[src/rtl/router_reg_pq.sv]
// Router packet register stage: header/payload/parity FSM with a small hold queue.
// Computes XOR or additive parity, checks the header length and counts bad packets.
module router_reg_pq #(
    parameter int DATA_W      = 8,
    parameter int ADDR_W      = 2,
    parameter int HOLD_DEPTH  = 2,
    parameter int PARITY_MODE = 0,
    parameter int CNT_W       = 8
) (
    input  logic              clk,
    input  logic              resetn,
    input  logic              pkt_valid,
    input  logic [DATA_W-1:0] data_in,
    input  logic              fifo_full,
    input  logic              pkt_abort,
    output logic              busy,
    output logic [DATA_W-1:0] dout,
    output logic              dout_wr,
    output logic [ADDR_W-1:0] dest,
    output logic              dest_valid,
    output logic              parity_done,
    output logic              err,
    output logic              len_err,
    output logic [CNT_W-1:0]  err_count
);

    localparam int LEN_W = DATA_W - ADDR_W;
    localparam int PTR_W = (HOLD_DEPTH > 1) ? $clog2(HOLD_DEPTH) : 1;
    localparam int CW    = $clog2(HOLD_DEPTH + 1);

    typedef enum logic {
        IDLE,
        PAYLOAD
    } state_t;

    state_t            state, state_nxt;
    logic [DATA_W-1:0] mem [HOLD_DEPTH];
    logic [PTR_W-1:0]  rd_ptr, wr_ptr;
    logic [CW-1:0]     count;
    logic [DATA_W-1:0] acc, acc_nxt;
    logic [LEN_W-1:0]  pay_cnt, len_q;
    logic              hdr_acc, pay_acc, par_acc;
    logic              push, pop;
    logic              err_nxt, len_nxt;

    function automatic logic [PTR_W-1:0] next_ptr(input logic [PTR_W-1:0] p);
        return (p == PTR_W'(HOLD_DEPTH - 1)) ? '0 : p + PTR_W'(1);
    endfunction

    // busy depends only on the registered occupancy, never on fifo_full
    assign busy    = (count == CW'(HOLD_DEPTH));
    assign dout_wr = (count != '0);
    assign dout    = dout_wr ? mem[rd_ptr] : '0;
    assign pop     = dout_wr && !fifo_full;
    assign push    = hdr_acc || pay_acc || par_acc;

    assign acc_nxt = (PARITY_MODE != 0) ? acc + data_in : acc ^ data_in;
    assign err_nxt = (data_in != acc);
    assign len_nxt = (pay_cnt != len_q);

    always_comb begin
        state_nxt = state;
        hdr_acc   = 1'b0;
        pay_acc   = 1'b0;
        par_acc   = 1'b0;
        if (pkt_abort) begin
            state_nxt = IDLE;
        end else if (!busy) begin
            unique case (state)
                IDLE: begin
                    if (pkt_valid) begin
                        hdr_acc   = 1'b1;
                        state_nxt = PAYLOAD;
                    end
                end
                PAYLOAD: begin
                    if (pkt_valid) begin
                        pay_acc = 1'b1;
                    end else begin
                        par_acc   = 1'b1;
                        state_nxt = IDLE;
                    end
                end
                default: state_nxt = IDLE;
            endcase
        end
    end

    always_ff @(posedge clk) begin
        if (push) mem[wr_ptr] <= data_in;
    end

    always_ff @(posedge clk) begin
        if (!resetn) begin
            state       <= IDLE;
            rd_ptr      <= '0;
            wr_ptr      <= '0;
            count       <= '0;
            acc         <= '0;
            pay_cnt     <= '0;
            len_q       <= '0;
            dest        <= '0;
            dest_valid  <= 1'b0;
            parity_done <= 1'b0;
            err         <= 1'b0;
            len_err     <= 1'b0;
            err_count   <= '0;
        end else begin
            state      <= state_nxt;
            dest_valid <= hdr_acc;
            if (pkt_abort) begin
                rd_ptr      <= '0;
                wr_ptr      <= '0;
                count       <= '0;
                acc         <= '0;
                pay_cnt     <= '0;
                parity_done <= 1'b0;
                err         <= 1'b0;
                len_err     <= 1'b0;
            end else begin
                if (push) wr_ptr <= next_ptr(wr_ptr);
                if (pop) rd_ptr <= next_ptr(rd_ptr);
                if (push && !pop) count <= count + CW'(1);
                else if (!push && pop) count <= count - CW'(1);
                if (hdr_acc) begin
                    dest        <= data_in[ADDR_W-1:0];
                    len_q       <= data_in[DATA_W-1:ADDR_W];
                    acc         <= data_in;
                    pay_cnt     <= '0;
                    parity_done <= 1'b0;
                    err         <= 1'b0;
                    len_err     <= 1'b0;
                end
                if (pay_acc) begin
                    acc <= acc_nxt;
                    if (pay_cnt != '1) pay_cnt <= pay_cnt + LEN_W'(1);
                end
                if (par_acc) begin
                    parity_done <= 1'b1;
                    err         <= err_nxt;
                    len_err     <= len_nxt;
                    if ((err_nxt || len_nxt) && (err_count != '1))
                        err_count <= err_count + CNT_W'(1);
                end
            end
        end
    end

endmodule

[config.mk]
export PLATFORM = sky130hd
export DESIGN_NAME = router_reg_pq
export DESIGN_NICKNAME = d
export VERILOG_FILES = /design/src/rtl/router_reg_pq.sv
export SDC_FILE = /design/constraint.sdc
export NUM_CORES = 1
export LEC_CHECK = 0
export CORE_MARGIN = 8
export CORE_UTILIZATION = 54
export CTS_CLUSTER_DIAMETER = 120
export CTS_CLUSTER_SIZE = 16
export DETAILED_ROUTE_END_ITERATION = 7
export GPL_TIMING_DRIVEN = 0
export PLACE_DENSITY = 0.81
export SLEW_MARGIN = 25
export SYNTH_ARGS = -nofsm -noshare
export SYNTH_HDL_FRONTEND = slang
export SYNTH_SLANG_ARGS = --single-unit
[constraint.sdc]
create_clock -name clk -period 2.6 [get_ports clk]
set_clock_uncertainty 0.2 [all_clocks]
set_input_delay 0.39 -clock clk [delete_from_list [all_inputs] [get_ports clk]]
set_output_delay 0.39 -clock clk [all_outputs]
set_load 0.02 [all_outputs]
==> results of run 1 <==
==> worst paths after layout <==
check	end	depth (start not counted)	slack (ps)
hold reg to reg	parity_done	2	270
setup reg to reg	count[1]	7	270
hold / removal	parity_done	2	270
setup / recovery	dout[0]	4	150
==> area by class of cell <==
class / count / share of cell area
inverter: 4 / 0.00476
clock buffer: 6 / 0.0230
buffer: 12 / 0.0186
tap: 54 / 0.0214
multi-input combinational: 211 / 0.401
sequential: 56 / 0.406
timing repair buffer: 36 / 0.114
clock inverter: 2 / 0.0111
==> layer usage <==
metal  track usage  part of all wire  vias up
li1              -                 -     1073
met1         0.191              0.46     1015
met2         0.288              0.49       42
met3        0.0401             0.036        7
met4        0.0398            0.0095        0
met5             0                 0        -
==> tightest hold or removal path: stages (launching register included) <==
cell     delay, ps
dfxtp_1        320
nand2_1         50
a21oi_1         60
==> flip-flops by register name, summed over array words and instances (netlist names), 2 cells and up, named ones only <==
name and count:
acc 8, pay_cnt 6, count 2, err_count 8, dest 2, len_q 6, mem 16
==> power breakdown <==
part | total (uW) | switching, uW | internal (uW)
combinational | 204 | 117 | 87.6
sequential | 939 | 17.0 | 922
clock | 558 | 272 | 286
total | 1700 | 406 | 1300
==> cell usage after synthesis, types with 7 or more instances <==
library cell	count
edfxtp_1	16
mux2i_1	13
xor2_1	16
a21oi_1	21
nand2_1	32
and3_1	7
o21ai_0	25
clkbuf_1	9
dfxtp_1	40
a21boi_0	7
nor2_1	34
==> logic make-up (layout without fill, tap and decap cells) <==
kind of cell / Yosys count / in the layout / share of synthesized area
AND/OR/NAND/NOR: 115 / 115 / 0.222
flip-flops: 56 / 56 / 0.488
XOR/XNOR: 16 / 16 / 0.0534
AO/OA/AOI/OAI: 64 / 64 / 0.143
buffers and inverters: 17 / 60 / 0.0296
multiplexers: 13 / 13 / 0.0496
adder cells (fa/ha/maj): 3 / 3 / 0.0143
==> metrics by stage <==
| step | TNS, ps | util |
|---|---|---|
| 2_1_floorplan | 0 | - |
| 3_3_place_gp | -679 | 0.651 |
| 3_5_place_dp | -1020 | 0.651 |
| 4_1_cts | 0 | 0.673 |
| 5_1_grt | 0 | 0.673 |
| 6_report | 0 | 0.673 |
==> impl_metrics.toml, run 1 <==
[global_route]
grt_max_degree = 17
grt_pass1_wl_um = 9750
grt-ovfl-total = 0
grt_pass1_vias = 2097
antenna_found_initial = 0
grt_use_total = 0.163

[sta]
hold_viol = 0
whs_ps = 271
period_share = 0.943
relSlewSlack = 0.483
rsz0062_at_grt = "no"
layout_setup_ws_ps = 148
fin_crit_ps = 2450
slew_viol_final = 0
setup_viol = 0
worst_slew_pin_slew_ps = 776
timing.fmax_mhz = 408

[synth]
synth_seq_cells = 56
synth_top_area_frac = 0.305
ys.flop_type = "dfxtp_1"
syn_inst = 284
synth_edf_count = 16
synth.area.top_cells = "dfxtp_1 31%, edfxtp_1 18%, xor2_1 5.3%"
syn_nets = 300
seq_area_frac_synth = 0.488
syn_area_um2 = 2630
yosys_warnings = 0
yosysTopAreaCell = "dfxtp_1"
synth.distinct_cells = 37
avgSynthCellArea_um2 = 9.24
synthArstFlopShare = 0

[run_status]
outcome = "finished clean"

[worst_setup_path]
path_buf_inv = 2
cpMaxStageDelayCell = "clkdlybuf4s50_1"
critical_path.max_fanout = 10
path_common_cell = "nor2_1"
crit_family = "buffers and inverters"
worstPathArrival_ps = 1860
critPathLaunch = "count[0]"
path_cells = "nor2_1, clkbuf_1, nor2_1, clkdlybuf4s50_1"
required_ps = 2010
endpoint_kind = "output pin"
worstReg2RegStart = "count[1]"
start_kind = "register"
critPathMaxStageDelay_ps = 560
crit_type = "reg2out"

[floorplan]
num_io_pins = 37
core_um2 = 4690
die_w_um = 85.7
start_util = 0.559
die-area_um2 = 7350
die_h_um = 85.7
rows = 25

[clock_tree]
cts-buffers-inserted = 5
cts_tree = "done"
cts-htree-levels = 2
cts_root_buf = "clkbuf_8"
cts_max_path_buffers = 2
holdBufCountCts = 0
clkTransAtPathRegs_ps = 90
clk_latency_ps = 310
cts_resized = 0
cts_sinks = 56
post_cts_buffers = 0

[placed_design]
place_congestion = 0.858
portBuffers = 36
dpl.hpwl_um = 4350
placed_area_um2 = 3050
post-place-ws_ps = -157
dpl.cell_count = 374

[routing]
dr.first_iter.drc_count = 145
dr.pass1.iters = 4
via_per_inst = 5.61
remaining_drc_errors = 0
ant_nets = 0
vias = 2137
wl_per_cell_um = 15.2
totalWireLength_um = 5780

[worst_hold_path]
min_path_type = "reg2reg"
hold_start = "parity_done"

[power_and_ir_drop]
power_leakage_uw = 0.00121
vdd_drop_max_v = 0.000289
power.density_nw_per_um2 = 539
power_uw = 1700

[layout]
final_cell_mix = "40 x dfxtp_1, 36 x clkdlybuf4s50_1, 34 x nor2_1, 32 x nand2_1, 25 x o21ai_0"
regArea_um2 = 1280
drive_gt1_frac = 0.0489
syn2layout_area_growth_pct = 20.3
antennaDiodeCount = 0
final_common_cell = "dfxtp_1"
finalNonFillerCells = 381
multi_input_area_um2 = 1270
fin_area_um2 = 3160
layout.nets = 342
nFillCells = 388

[job]
cap_viol_max_count = 0
Note: power is estimated with default switching activity, not from simulation.
==> inputs of run 2 (changes only) <==
SETUP_SLACK_MARGIN = 0.1   (was unset)
==> impl_metrics.toml, run 2 (same netlist as run 1, synthesis figures left out) <==
[clock_tree]
post_cts_buffers = 0
holdBufCountCts = 0
cts_tree = "done"
cts-htree-levels = 2
clk_latency_ps = 310
clkTransAtPathRegs_ps = 100
cts_sinks = 56
cts_root_buf = "clkbuf_8"
cts_max_path_buffers = 2
cts-buffers-inserted = 5

[sta]
rsz0062_at_grt = "yes"
slew_viol_final = 0
period_share = 0.921
worst_slew_pin_slew_ps = 778
fin_crit_ps = 2390
layout_setup_ws_ps = 206
setup_viol = 0
setup-tns-final_ps = 0
timing.fmax_mhz = 418
relSlewSlack = 0.481
hold_viol = 0

[worst_setup_path]
ff2ff_setup_slack_ps = 290
critical_path.max_fanout = 8
crit_type = "reg2out"
worstPathArrival_ps = 1800
r2r_cells = 7
required_ps = 2010
worstReg2RegStart = "count[1]"
start_kind = "register"
endpoint_kind = "output pin"
r2r-end = "count[1]"

[routing]
totalWireLength_um = 5800
remaining_drc_errors = 0
dr.pass1.iters = 4
vias = 2138
via_per_inst = 5.61
wl_per_cell_um = 15.2
dr.first_iter.drc_count = 134
ant_nets = 0

[layout]
fin_area_um2 = 3170
final_common_cell = "dfxtp_1"
drive_gt1_frac = 0.0581
final_cell_mix = "40 x dfxtp_1, 36 x clkdlybuf4s50_1, 34 x nor2_1, 32 x nand2_1, 25 x o21ai_0"
finalNonFillerCells = 381
layout.nets = 342
final_util = 0.675
syn2layout_area_growth_pct = 20.7
largest_reg_flops = 16
largest-register = "mem"
antennaDiodeCount = 0
top_regs = "mem x16, acc x8, err_count x8"

[placed_design]
placed_area_um2 = 3050
dpl.cell_count = 374
post-place-ws_ps = -157
dpl.hpwl_um = 4350
portBuffers = 36
place_congestion = 0.858

[floorplan]
die_h_um = 85.7
die-area_um2 = 7350
core_um2 = 4690
start_util = 0.559
num_io_pins = 37
die_w_um = 85.7
rows = 25

[global_route]
grt_max_degree = 17
antenna_found_initial = 0
grt_pass1_wl_um = 9750
grt_pass1_vias = 2097
grt-ovfl-total = 0
grt_use_total = 0.163

[worst_hold_path]
hold_start = "parity_done"
whs_path_depth = 2
min_path_type = "reg2reg"
whs_endpoint = "parity_done"

[run_status]
outcome = "finished clean"

[power_and_ir_drop]
vdd_drop_max_v = 0.000290
power_leakage_uw = 0.00121
power.density_nw_per_um2 = 538

[job]
cap_viol_max_count = 0
==> run 2: area by class of cell <==
cell class	count	area, um2
fillers	383	1520
clock inverters	2	35.0
plain buffers	12	60.1
clock buffers	6	72.6
flip-flops and latches	56	1280
well taps	54	67.6
multi-input cells	211	1280
repair buffers	36	360
inverters	4	15.0
==> run 2: repair_timing <==
| action | 4_1_cts | 5_1_grt |
|---|---|---|
| hold endpoints to repair | 0 | 0 |
| gates resized for setup | 0 | 4 |
| setup endpoints to repair | 8 | 11 |
==> run 2: where the power goes <==
part / leakage [uW] / switching, uW / internal [uW]
registers: 0.000471 / 17.0 / 922
logic: 0.000686 / 118 / 88.5
clock network: 0.0000552 / 274 / 286
==> run 2: critical path, stage by stage, from the launching register on <==
cell and delay (ps):
dfxtp_1 610, mux2i_1 150, nor2_1 120, clkdlybuf4s50_1 620
==> run 2: how the worst max path moves through the flow <==
stage / from / to / slack (ps) / cells past startpoint
after floorplan: count[1] / count[1] / 570 / 7
after global placement: pkt_valid / count[1] / -70 / 7
after detailed placement: pkt_valid / count[1] / -160 / 7
after CTS: count[0] / dout[0] / 130 / 4
after global routing: register / dout[0] / 90 / 3
final: register / dout[0] / 210 / 3
==> run 2: routing by layer <==
| layer | routed length [um] | part of all wire | up-vias | global-route usage |
|---|---|---|---|---|
| met3 | 217 | 0.037 | 7 | 0.0401 |
| met5 | 0 | 0 | - | 0 |
| met1 | 2680 | 0.46 | 1020 | 0.191 |
| li1 | - | - | 1073 | - |
| met4 | 56 | 0.0097 | 0 | 0.0398 |
| met2 | 2840 | 0.49 | 38 | 0.288 |
==> run 2: per-stage QoR <==
step                hold slack (ps)  power, uW
finish                          271       1710
global route                    295       1770
CTS                             267       1710
detailed placement              254       1160
global placement                248       1160
floorplan                       247       1070
